**config.mk**
```make
export PLATFORM = sky130hd
export DESIGN_NAME = cache_port_arbiter
export DESIGN_NICKNAME = d
export VERILOG_FILES = /design/src/rtl/cache_port_arbiter.sv
export SDC_FILE = /design/constraint.sdc
export NUM_CORES = 1
export LEC_CHECK = 0
export BUFFER_PORTS_ARGS = -buffer_cell sky130_fd_sc_hd__buf_2
export CAP_MARGIN = 20
export CORE_AREA = 2 2 100 102
export CTS_CLUSTER_DIAMETER = 40
export CTS_CLUSTER_SIZE = 40
export DETAILED_ROUTE_END_ITERATION = 8
export DIE_AREA = 0 0 102 104
export GPL_TIMING_DRIVEN = 0
export PLACE_DENSITY = 0.71
export SETUP_SLACK_MARGIN = 0.4
export SLEW_MARGIN = 15
export SYNTH_ARGS = -nofsm -noshare
export SYNTH_HDL_FRONTEND = slang
export SYNTH_SLANG_ARGS = --single-unit
export TNS_END_PERCENT = 100
```
**constraint.sdc**
```tcl
create_clock -name clk_i -period 1.4 [get_ports clk_i]
set_input_delay 0.21 -clock clk_i [delete_from_list [all_inputs] [get_ports clk_i]]
set_output_delay 0.21 -clock clk_i [all_outputs]
set_load 0.005 [all_outputs]
```
**src/rtl/cache_port_arbiter.sv**
```systemverilog
// rtl/cache_port_arbiter.sv - round-robin arbiter sharing one cache CPU port between fetch and LSU
//
// Purpose:
//   Accepts one transaction at a time from master 0 (instruction fetch) or
//   master 1 (load/store unit). The accepted request is latched and presented
//   on the cache port with a valid/ready handshake. The cache response is then
//   routed back to the owning master. Priority only matters when both masters
//   request in the same cycle; it alternates after every completed transaction.
//
// Ports:
//   clk_i, rst_i           clock, synchronous active-high reset
//   mN_valid_i/mN_ready_o  master N request handshake (ready is combinational in IDLE)
//   mN_we_i/adr_i/wdata_i  master N request fields
//   mN_rdata_o             broadcast of cache_rdata_i
//   mN_resp_valid_o        response pulse for master N (combinational from cache_resp_valid_i)
//   cache_valid_o/ready_i  request handshake towards the cache
//   cache_we/adr/wdata_o   latched request fields, stable while cache_valid_o is high
//   cache_rdata_i          cache response data
//   cache_resp_valid_i     cache response pulse, one per accepted request
//   busy_o                 a transaction is in flight
//   owner_o                master owning the in-flight transaction (valid while busy_o)

module cache_port_arbiter #(
    parameter int ADDR_WIDTH = 16,
    parameter int DATA_WIDTH = 32
) (
    input  logic                  clk_i,
    input  logic                  rst_i,

    input  logic                  m0_valid_i,
    output logic                  m0_ready_o,
    input  logic                  m0_we_i,
    input  logic [ADDR_WIDTH-1:0] m0_adr_i,
    input  logic [DATA_WIDTH-1:0] m0_wdata_i,
    output logic [DATA_WIDTH-1:0] m0_rdata_o,
    output logic                  m0_resp_valid_o,

    input  logic                  m1_valid_i,
    output logic                  m1_ready_o,
    input  logic                  m1_we_i,
    input  logic [ADDR_WIDTH-1:0] m1_adr_i,
    input  logic [DATA_WIDTH-1:0] m1_wdata_i,
    output logic [DATA_WIDTH-1:0] m1_rdata_o,
    output logic                  m1_resp_valid_o,

    output logic                  cache_valid_o,
    input  logic                  cache_ready_i,
    output logic                  cache_we_o,
    output logic [ADDR_WIDTH-1:0] cache_adr_o,
    output logic [DATA_WIDTH-1:0] cache_wdata_o,
    input  logic [DATA_WIDTH-1:0] cache_rdata_i,
    input  logic                  cache_resp_valid_i,

    output logic                  busy_o,
    output logic                  owner_o
);

    typedef enum logic [1:0] {
        ST_IDLE = 2'd0,
        ST_REQ  = 2'd1,
        ST_WAIT = 2'd2
    } state_e;

    state_e                  state_q, state_d;
    logic                    prio_q, prio_d;
    logic                    owner_q, owner_d;
    logic                    we_q, we_d;
    logic [ADDR_WIDTH-1:0]   adr_q, adr_d;
    logic [DATA_WIDTH-1:0]   wdata_q, wdata_d;

    logic                    any_valid;
    logic                    winner;
    logic                    accept;
    logic                    resp_fire;

    // Winner selection: a lone requester always wins; the priority pointer
    // only breaks ties between simultaneous requests.
    always_comb begin
        any_valid = m0_valid_i | m1_valid_i;
        if (m0_valid_i && m1_valid_i) begin
            winner = prio_q;
        end else begin
            winner = m1_valid_i;
        end
    end

    assign accept = (state_q == ST_IDLE) && any_valid;

    // A response is only meaningful once the cache has taken the request:
    // either in WAIT, or in REQ when ready and response coincide (zero-latency
    // hit). Anything else is a stray pulse and is dropped.
    assign resp_fire = ((state_q == ST_REQ)  && cache_ready_i && cache_resp_valid_i) ||
                       ((state_q == ST_WAIT) && cache_resp_valid_i);

    always_comb begin
        state_d = state_q;
        prio_d  = prio_q;
        owner_d = owner_q;
        we_d    = we_q;
        adr_d   = adr_q;
        wdata_d = wdata_q;

        case (state_q)
            ST_IDLE: begin
                if (any_valid) begin
                    owner_d = winner;
                    we_d    = winner ? m1_we_i    : m0_we_i;
                    adr_d   = winner ? m1_adr_i   : m0_adr_i;
                    wdata_d = winner ? m1_wdata_i : m0_wdata_i;
                    state_d = ST_REQ;
                end
            end
            ST_REQ: begin
                if (cache_ready_i) begin
                    state_d = cache_resp_valid_i ? ST_IDLE : ST_WAIT;
                end
            end
            ST_WAIT: begin
                if (cache_resp_valid_i) begin
                    state_d = ST_IDLE;
                end
            end
            default: begin
                state_d = ST_IDLE;
            end
        endcase

        // Rotate on completion so the other master wins the next tie.
        if (resp_fire) begin
            prio_d = ~owner_q;
        end
    end

    always_ff @(posedge clk_i) begin
        if (rst_i) begin
            state_q <= ST_IDLE;
            prio_q  <= 1'b0;
            owner_q <= 1'b0;
            we_q    <= 1'b0;
            adr_q   <= '0;
            wdata_q <= '0;
        end else begin
            state_q <= state_d;
            prio_q  <= prio_d;
            owner_q <= owner_d;
            we_q    <= we_d;
            adr_q   <= adr_d;
            wdata_q <= wdata_d;
        end
    end

    // Master-side outputs
    assign m0_ready_o      = accept && !winner;
    assign m1_ready_o      = accept &&  winner;
    assign m0_rdata_o      = cache_rdata_i;
    assign m1_rdata_o      = cache_rdata_i;
    assign m0_resp_valid_o = resp_fire && !owner_q;
    assign m1_resp_valid_o = resp_fire &&  owner_q;

    // Cache-side outputs come straight from state and latched fields, so they
    // cannot glitch with master inputs while the request is pending.
    assign cache_valid_o   = (state_q == ST_REQ);
    assign cache_we_o      = we_q;
    assign cache_adr_o     = adr_q;
    assign cache_wdata_o   = wdata_q;

    assign busy_o          = (state_q != ST_IDLE);
    assign owner_o         = owner_q;

endmodule

```
== Yosys cells after proc, flatten, opt, wreduce, memory -nomap -nowiden ==
Index checks and enable logic that the tools add are counted.
Storage, ports and cells
  logic and storage cells: 38
  input port bits: 136
  bits in latches: 0
  output and inout bits: 120
  register bits after elaboration: 53
  memories: 0
  ROM bits: 0
  RAM bits: 0
Operators by class
  $add $sub $neg: 0
  bitwise gates (word level): 2
  muxes and demuxes: 9
  multipliers: 0
  shifts and indexed selects: 0
  divide/modulo/power cells: 0
  order comparisons: 0
  equality and inequality tests: 5
  reduce and logical (&&, ||, !) cells: 16
Operator list (number)
  two-way mux 32 bit: 1
  two-way mux 16 bit: 1
  logical AND 1 bit: 9
  two-way mux 2 bit: 4
  case mux 2 bit (3 select lines): 1
  inequality test 2 bit (second input constant): 2
  AND reduction 3 bit: 1
  == test 2 x 1 -> 1 bit (second input constant): 1
  == test 2 bit (second input constant): 1
  logical NOT 1 bit: 2
  logical NOT 2 bit: 1
  two-way mux 1 bit: 2
  inequality test 2 x 1 -> 1 bit (second input constant): 1
  AND reduction 2 bit: 1
  nonzero test 2 bit: 1
  logical OR 1 bit: 1
  inverter 1 bit: 1
  bitwise OR 1 bit: 1

== Longest topological paths before layout ==
Gate-level depths: netlist (run 1).
  word-level depth: 5
  mapped depth: 6
  depth with buffers taken out: 4

== Least setup slack after synthesis (run 1) ==
No wires, ideal clock.
  path kind: reg2reg
  from: reg state_q[1]
  to: reg prio_q
  stages on the path, launching flop included: 4
  setup slack: 0.148 ns
  path buffers: 0
  clock period less this slack: 1.252 ns
  data arrival time: 1.130 ns
  setup time: 0.121 ns
  required time: 1.279 ns
  cell sequence: dfxtp_1 and3b_1 o21a_1 mux2_4
Between the ends
  word-level cells in the longest chain between the ends: 4
  elaborated cells on any way between the ends: 6
  those cells by class: eq/ne: 2; reduce/logical: 4
RTL lines
  from (decl): line 64  | state_e state_q, state_d;
  from (signal assigned): line 143  | state_q <= state_d;
  == test 2 x 1 -> 1 bit: line 92  | assign resp_fire = ((state_q == ST_REQ) && cache_ready_i && cache_resp_valid_i) ||
  logical AND 1 bit (2 in series): line 92
  logical OR 1 bit (*): line 92
  to (signal assigned): line 144  | prio_q <= prio_d;
  to (decl): line 65  | logic prio_q, prio_d;
Every way passes the cells marked *; elsewhere a longest branch is shown, timed or not.
A chain may end at the register's enable or synchronous reset.

== Worst setup path after layout (run 1) ==
  from: reg state_q[1]
  to: out m1_resp_valid_o
Between the ends
  word-level cells in the longest chain between the ends: 5
  elaborated cells on any way between the ends: 7
  those cells by class: eq/ne: 2; reduce/logical: 5
RTL lines
  == test 2 x 1 -> 1 bit: line 92
  logical AND 1 bit (2 in series): line 92
  logical OR 1 bit (*): line 92
  logical AND 1 bit (*): line 158  | assign m1_resp_valid_o = resp_fire && owner_q;
  to (decl): line 44  | output logic m1_resp_valid_o,
Marked as above.

==> results.cfg, run 1 <==
[setup_path]
slowest_stage = dfxtp_4
worstPathArrival_ps = 1360
critPathKind = reg2out
startpoint_type = flop
path_buf_inv = 1
cp_cell_sequence = and3b_1 > o21a_1 > and2_1 > buf_2
worstPathMaxFanout = 5
cp.required_ps = 1190
cp-end-kind = primary output
max_stage_delay_ps = 400
cp_top_family = flip-flops

[power_and_ir_drop]
vdd_drop_max_mv = 0.492
power_leakage_uw = 0.00270
power.density_nw_per_um2 = 815

[place]
hpwl_um = 8590
placed_area_um2 = 4340
pre_cts_ws_ps = -106
port_buffers = 220
gp_congestion = 0.786

[global_route]
grt_pass1_wl_um = 18700
grt_pass1_vias = 3796
grt_start_max_net_pins = 16
grtUsageMet3_pct = 3.70
gr-total-overflow = 0
top_usage_layer = met2
grtUsageMet1_pct = 26.5
grt_use_total_pct = 21.6
globalRouteMet2Util_pct = 39.2
antenna_found_initial = 0

[outcome]
status = complete, but fails checks
violations = negative setup slack

[timing]
finalHoldViolations = 0
skew_ps = 7.68
relSlewSlack_pct = 53.6
setup_tns_ps = -861
fmax_mhz = 637
rsz0062_at_grt = yes
worst_slew_pin_slew_ps = 697
layout_setup_ws_ps = -169
setup_viol = 19
slew_violations = 0
min_period_ps = 1570
fin_crit_sh_pct = 112

[floorplanning]
die_y_um = 104
die_x_um = 102
start_util_pct = 31.8
core-area_um2 = 9550
die_area_um2 = 10600
placementRows = 36
ioPinCount = 256

[yosys]
yosysWarnings = 0
syn_inst = 381
syn_nets = 517
yosysSeqAreaShare_pct = 34.9
ys_types = 24
synth_area_um2 = 3040
syn_avg_cell_area_um2 = 7.98
ys_ff_latch = 53

[finish]
nets = 801
area_growth_pct = 90.4
fin_area_um2 = 5790
diodes = 0
post-route-util_pct = 60.6
final_layout_size_suffix_gt1_share_pct = 77.6

[cts]
cts_tree = done
clkTransAtPathRegs_ps = 100
insertion_delay_ps = 310
cts.sinks = 53
cts_inserted_buffers = 5
htree_num_levels = 2
root_buffer = clkbuf_8
clk_path_buf_depth = 2

[routing]
num_vias = 4066
routed_wl_um = 13200
viasPerCell = 5.09
final_antenna_net_count = 0
route.detailed.drc = 0
wl_per_cell_um = 16.5
first_pass_iters = 5
drt_iter0_markers = 166

[job]
max-cap-violations = 0

[min_path]
hold_path.class = in2reg
## stage by stage
step,power (uW),std cells,hold WS (ps)
final,4720,799,67.5
after global routing,4930,799,54.5
after CTS,4340,765,62.1
after detailed placement,2960,734,397
after global placement,2940,734,388
after floorplan,2420,381,282
## path summary, 6_finish.rpt
kind	startpoint	to	slack, ps	cells after the start
worst max-delay path	state_q[1]	m1_resp_valid_o	-170	4
worst max register to register	state_q[0]	cache_wdata_o[22]	-60	6
worst min register to register	cache_we_o	cache_we_o	480	2
worst min-delay path	cache_resp_valid_i	state_q[1]	70	2
## area by class of cell
| cell class | instances | area, um^2 |
|---|---|---|
| Fill cell | 873 | 3760 |
| Inverter | 2 | 15.0 |
| Clock buffer | 7 | 96.3 |
| Multi-Input combinational cell | 218 | 1630 |
| Clock inverter | 1 | 5.00 |
| Sequential cell | 53 | 1130 |
| Buffer | 108 | 891 |
| Timing Repair Buffer | 277 | 1860 |
| Tap cell | 133 | 166 |
## cell usage in the layout, fill, tap and decap left out, types with 2 or more instances in the layout
cell       Yosys  routed
clkbuf_1      17      13
o21ai_2        0      44
buf_2         17     223
a21oi_1        2       2
nand4_1       49      49
o21ai_1       51       7
clkbuf_2       0       2
buf_8          0      20
clkbuf_16      0       7
buf_16         0       5
nor2b_1        4       3
nand3_2        0      29
dfxtp_2        0      49
clkbuf_8       0       7
a31oi_1       49      48
dfxtp_4        0       3
buf_4         64      97
nand3_1       50      18
buf_6          6      13
nand3_4        0       3
buf_12         0       4
nor2_1         2       2
## flip-flops by register name, summed over array words and instances, names as in the netlist
name / flops
cache_we_o: 1
owner_o: 1
cache_wdata_o: 32
cache_adr_o: 16
state_q: 2
prio_q: 1
## report_power, final
group / internal (uW) / switching [uW]
Sequential: 1660 / 85.5
Clock: 449 / 531
Combinational: 1120 / 864
## cells in the mapped netlist, drive strengths merged
cell type,number,area share (%)
clkbuf,17,2.1
mux2,1,0.49
dfxtp,53,35
nor3,1,0.16
and3b,1,0.29
o21ai,51,8.4
a31oi,49,10
nor2b,4,0.82
nor2,4,0.82
a21oi,2,0.33
a211oi,1,0.66
nand4,49,10
and2,2,0.41
nand3,50,8.2
inv,2,0.25
buf,91,21
o21a,1,0.25
nand2b,2,0.41
## kinds of logic after synthesis
kind of cell	Yosys count	synth area share, %
AOI/OAI and AO/OA	104	19.7
and+or+nand+nor	113	21.2
buffers and inverters	110	23.7
muxes	1	0.494
DFF	53	34.9
## metal layers
metal	part of all wire, %	wire length [um]
met5	0	0
met4	0.96	127
met3	7.9	1040
met2	53	6960
met1	38	5050
## timing repair
action | 4_1_cts | 5_1_grt
cloned | 7 | 7
hold buffers | 0 | 0
hold endpoints to repair | 0 | 0
setup buffers | 16 | 27
resized for setup | 129 | 84
pin swaps | 54 | 52
endpoints found under the setup margin | 62 | 100
No activity file was read; power rests on OpenSTA's default activity.
==> run 2: changes to the inputs <==
--- a/config.mk
+++ b/config.mk
@@ -7,13 +7,13 @@
 export LEC_CHECK = 0
 export BUFFER_PORTS_ARGS = -buffer_cell sky130_fd_sc_hd__buf_2
 export CAP_MARGIN = 20
-export CORE_AREA = 2 2 100 102
+export CORE_AREA = 2 2 99 101
 export CTS_CLUSTER_DIAMETER = 40
 export CTS_CLUSTER_SIZE = 40
 export DETAILED_ROUTE_END_ITERATION = 8
-export DIE_AREA = 0 0 102 104
+export DIE_AREA = 0 0 101 103
 export GPL_TIMING_DRIVEN = 0
-export PLACE_DENSITY = 0.71
+export PLACE_DENSITY = 0.72
 export SETUP_SLACK_MARGIN = 0.4
 export SLEW_MARGIN = 15
 export SYNTH_ARGS = -nofsm -noshare
==> constraint.sdc (replaced) <==
create_clock -name clk_i -period 2 [get_ports clk_i]
set_input_delay 0.3 -clock clk_i [delete_from_list [all_inputs] [get_ports clk_i]]
set_output_delay 0.3 -clock clk_i [all_outputs]
set_load 0.005 [all_outputs]
==> run 2 against run 1 <==
  * Critical path type unchanged
  * Total power shrank 42%
  * Largest power group is now sequential cells
  * Clock power shrank 36%
  * Final cell count shrank 8.0%
  * Clock-buffer cell count is the same
  * Cell area shrank 22%
  * Via count shrank 6.1%
  * Critical path depth is the same
  * First-iteration DRC count shrank 1.2%
  * Global-route usage shrank 1.6 points
  * Largest cell class unchanged
  * The flow now finishes without violations
  * Hold slack gained 95 ps
==> results.cfg, run 2 (synthesized netlist as in run 1, its figures left out) <==
[outcome]
status = completed

[floorplanning]
die_y_um = 103
die_x_um = 101
die_area_um2 = 10400
core-area_um2 = 9460
placementRows = 36
ioPinCount = 256
start_util_pct = 32.1

[job]
max-cap-violations = 0

[timing]
finalHoldViolations = 0
slew_violations = 0
skew_ps = 9.09
rsz0062_at_grt = yes
layout_setup_ws_ps = 343
min_period_ps = 1660
fin_crit_sh_pct = 82.8
setup_viol = 0
fmax_mhz = 604
worst_slew_pin_slew_ps = 532
relSlewSlack_pct = 64.5
setup_tns_ps = 0

[setup_path]
critPathKind = reg2out
slowest_stage = dfxtp_4
cp-end-kind = primary output
startpoint_type = flop
worstPathArrival_ps = 1360
worstPathMaxFanout = 5
r2r_slack_ps = 510
max_stage_delay_ps = 410
cp_cell_sequence = and3b_1 > o21a_1 > and2_1 > buf_2
cp.required_ps = 1700

[routing]
wl_per_cell_um = 15.5
routed_wl_um = 11400
viasPerCell = 5.19
route.detailed.drc = 0
first_pass_iters = 4
num_vias = 3816
drt_iter0_markers = 164
final_antenna_net_count = 0

[power_and_ir_drop]
sw_frac_of_total_pct = 31.2
power_leakage_uw = 0.00221
p_comb_share_pct = 33.0
p_switching_uw = 853
power.density_nw_per_um2 = 602
internal_power_uw = 1880
sequentialPowerShare_pct = 43.9
p_total_uw = 2730
vdd_drop_max_mv = 0.312
pwr-share-clk_pct = 23.1

[global_route]
grt_use_total_pct = 20.0
top_usage_layer = met2
grt_pass1_vias = 3582
grtUsageMet1_pct = 25.1
grtUsageMet3_pct = 3.25
globalRouteMet2Util_pct = 35.2
gr-total-overflow = 0
grt_pass1_wl_um = 16900
antenna_found_initial = 0
grt_start_max_net_pins = 15

[finish]
area_growth_pct = 49.4
multiInputGateArea_um2 = 1280
final_common_cell = buf_2
largest_reg_flops = 32
seq_area_um2 = 1070
post-route-util_pct = 48.0
diodes = 0
final_layout_size_suffix_gt1_share_pct = 55.2
nFillCells = 935
final_cell_mix = buf_2 (233), buf_4 (77), o21ai_1 (51)
nets = 757

[cts]
insertion_delay_ps = 300
cts.sinks = 53
ctsHoldBuffers = 0
root_buffer = clkbuf_8
htree_num_levels = 2
clk_path_buf_depth = 2
cts_tree = done
clkTransAtPathRegs_ps = 100
cts_inserted_buffers = 5

[place]
hpwl_um = 8420
port_buffers = 220
gp_congestion = 0.826
pre_cts_ws_ps = 234

[min_path]
hold_path.class = in2reg
[run 2: changes by cell type in the layout (fill, tap and decap cells not counted), moves of 5 or more]
cell       change
dfxtp_2       -48
buf_16         -5
buf_2         +10
buf_8         -18
o21ai_2       -44
dfxtp_1       +49
buf_4         -20
clkbuf_16      -7
nand3_1       +31
o21ai_1       +44
nand3_2       -28
[run 2: power groups by stage]
stage	Combinational [uW]	Clock [uW]	Sequential [uW]
4_1_cts	879	648	1200
5_1_grt	993	686	1210
3_3_place_gp	826	0	1220
3_5_place_dp	841	0	1220
2_1_floorplan	457	0	1220
6_report	904	631	1200
[run 2: worst paths after layout]
kind | from | end | cells past startpoint
worst min-delay path | cache_resp_valid_i | state_q[1] | 2
worst min register to register | cache_wdata_o[28] | cache_wdata_o[28] | 2
worst max register to register | state_q[1] | cache_adr_o[12] | 6
worst max-delay path | state_q[1] | m1_resp_valid_o | 4
[run 2: metrics by stage]
step | hold slack (ps) | std cells | area, um^2
2_1_floorplan | 379 | 381 | 3040
3_3_place_gp | 485 | 715 | 4280
3_5_place_dp | 493 | 715 | 4280
4_1_cts | 151 | 730 | 4470
5_1_grt | 158 | 735 | 4540
6_report | 163 | 735 | 4540
[run 2: layout make-up]
cell class / count / area share (%)
multi-input cells: 218 / 28.1
plain buffers: 108 / 16.5
flip-flops and latches: 53 / 23.6
well taps: 114 / 3.14
inverters: 2 / 0.220
repair buffers: 233 / 26.5
clock buffers: 7 / 1.90
[run 2: repair_timing]
item                                    CTS  global route
pin swaps                                 4             3
endpoints found under the setup margin    5            32
gates resized for setup                  13            14
setup buffers                             8             5
[run 2: worst max-delay path, delay by kind of cell (launching register included)]
kind,cells,cell delay (ps)
compound gates,1,190
simple gates,2,340
buf+inv,1,120
flops,1,410
[run 2: metal layers]
| layer | vias up | wire [um] |
|---|---|---|
| li1 | 1826 | - |
| met1 | 1777 | 4780 |
| met2 | 203 | 5740 |
| met3 | 10 | 797 |
| met4 | 0 | 93 |
| met5 | - | 0 |
==> run 3: changes to the inputs <==
--- a/config.mk
+++ b/config.mk
@@ -7,13 +7,13 @@
 export LEC_CHECK = 0
 export BUFFER_PORTS_ARGS = -buffer_cell sky130_fd_sc_hd__buf_2
 export CAP_MARGIN = 20
-export CORE_AREA = 2 2 99 101
+export CORE_AREA = 2 2 100 102
 export CTS_CLUSTER_DIAMETER = 40
 export CTS_CLUSTER_SIZE = 40
 export DETAILED_ROUTE_END_ITERATION = 8
-export DIE_AREA = 0 0 101 103
+export DIE_AREA = 0 0 102 104
 export GPL_TIMING_DRIVEN = 0
-export PLACE_DENSITY = 0.72
+export PLACE_DENSITY = 0.71
 export SETUP_SLACK_MARGIN = 0.4
 export SLEW_MARGIN = 15
 export SYNTH_ARGS = -nofsm -noshare
==> constraint.sdc (replaced) <==
create_clock -name clk_i -period 1.55 [get_ports clk_i]
set_input_delay 0.2325 -clock clk_i [delete_from_list [all_inputs] [get_ports clk_i]]
set_output_delay 0.2325 -clock clk_i [all_outputs]
set_load 0.005 [all_outputs]
==> run 3 against run 2 <==
  * The flow now finishes with violations (negative setup slack)
  * Sequential power increased by 31%
  * Hold slack worse by 68 ps
  * Sequential share of layout area shrank 3.9 points
  * Non-clock buffer count rose by 18
==> results.cfg, run 3 (synthesized netlist as in run 1, its figures left out) <==
[setup_path]
slowest_stage = dfxtp_4
cp_top_family = flip-flops
cp_cell_sequence = and3b_1 > o21a_1 > nor2b_1 > buf_2
max_stage_delay_ps = 400
worstPathArrival_ps = 1350
path_buf_inv = 1
startpoint_type = flop
cp-end-kind = primary output
worstPathMaxFanout = 5
critPathKind = reg2out
cp.required_ps = 1320

[finish]
diodes = 0
nets = 775
nFillCells = 884
final_layout_size_suffix_gt1_share_pct = 69.2
post-route-util_pct = 57.0
final_cell_mix = buf_2 (225), buf_4 (77), dfxtp_1 (50)
area_growth_pct = 79.0
fin_area_um2 = 5440
final_common_cell = buf_2
largest_reg_flops = 32

[floorplanning]
die_y_um = 104
die_area_um2 = 10600
ioPinCount = 256
core-area_um2 = 9550
placementRows = 36
start_util_pct = 31.8
die_x_um = 102

[cts]
cts_inserted_buffers = 5
cts_tree = done
insertion_delay_ps = 310
clk_path_buf_depth = 2
root_buffer = clkbuf_8
ctsHoldBuffers = 0
cts.sinks = 53
clkTransAtPathRegs_ps = 100
htree_num_levels = 2

[min_path]
hold_path.class = in2reg

[timing]
worst_slew_pin_slew_ps = 786
slew_violations = 0
fmax_mhz = 632
layout_setup_ws_ps = -33.1
setup_viol = 2
min_period_ps = 1580
rsz0062_at_grt = yes
fin_crit_sh_pct = 102
skew_ps = 10.9
hold_ws_ps = 94.5
relSlewSlack_pct = 47.6
finalHoldViolations = 0
setup_tns_ps = -65.1

[global_route]
grt_start_max_net_pins = 17
gr-total-overflow = 0
grt_pass1_wl_um = 18400
antenna_found_initial = 0
grt_pass1_vias = 3774
grt_use_total_pct = 21.2

[routing]
wl_per_cell_um = 16.1
viasPerCell = 5.16
routed_wl_um = 12400
route.detailed.drc = 0
route.met3.wl_um = 965
first_pass_iters = 5
final_antenna_net_count = 0
drt_iter0_markers = 182
wl_met2_um = 6380
num_vias = 3989
top_layer_used = met4
wirelength_met1_um = 4920

[power_and_ir_drop]
p_total_uw = 4000
power_leakage_uw = 0.00249
vdd_drop_max_mv = 0.429
power.density_nw_per_um2 = 736

[place]
placed_area_um2 = 4330
port_buffers = 220
gp_congestion = 0.835
hpwl_um = 8520

[job]
max-cap-violations = 0

[outcome]
violations = negative setup slack
status = complete, but fails checks
run 3: changes by cell type in the layout (fill, tap and decap cells not counted), moves of 8 or more:
cell	previous run	this run
o21ai_2	0	49
nand3_2	1	24
o21ai_1	51	1
buf_8	2	11
nand3_1	49	24
buf_2	233	225
run 3: per-layer routing:
layer  vias to the layer above  GRT usage [%]
li1                       1882              -
met1                      1872           25.8
met2                       221           38.1
met3                        14           3.09
met4                         0           6.10
met5                         -              0
run 3: report_power, final:
part,switching (uW),internal [uW]
Clock,467,313
Sequential,89.6,1480
Combinational,740,913
run 3: path summary, 6_finish.rpt:
path,start,end,slack (ps),cells after the start
worst min register to register,cache_wdata_o[5],cache_wdata_o[5],480,2
worst max-delay path,state_q[1],m0_resp_valid_o,-30,4
worst min-delay path,cache_resp_valid_i,state_q[1],90,2
worst max register to register,state_q[1],cache_adr_o[15],30,9
run 3: through the flow:
| step | std cells | setup WS (ps) |
|---|---|---|
| finish | 773 | -33.1 |
| floorplan | 381 | 299 |
| CTS | 764 | -46.9 |
| global placement | 734 | 2.62 |
| detailed placement | 734 | -5.31 |
| global route | 773 | -89.2 |
run 3: what timing repair did:
| item | CTS | global route |
|---|---|---|
| gates cloned | 5 | 5 |
| buffers inserted | 17 | 4 |
| setup endpoints to repair | 58 | 58 |
| hold endpoints to repair | 0 | 0 |
| gates resized for setup | 102 | 47 |
| pin swaps | 100 | 64 |
run 3: cell type report:
cell class / count / area, um^2 / share of cell area (%)
plain buffers: 108 / 830 / 15.2
clock buffers: 5 / 68.8 / 1.26
clock inverters: 3 / 17.5 / 0.322
inverters: 2 / 15.0 / 0.276
multi-input cells: 218 / 1640 / 30.2
flip-flops and latches: 53 / 1070 / 19.7
well taps: 133 / 166 / 3.06
repair buffers: 251 / 1630 / 30.0
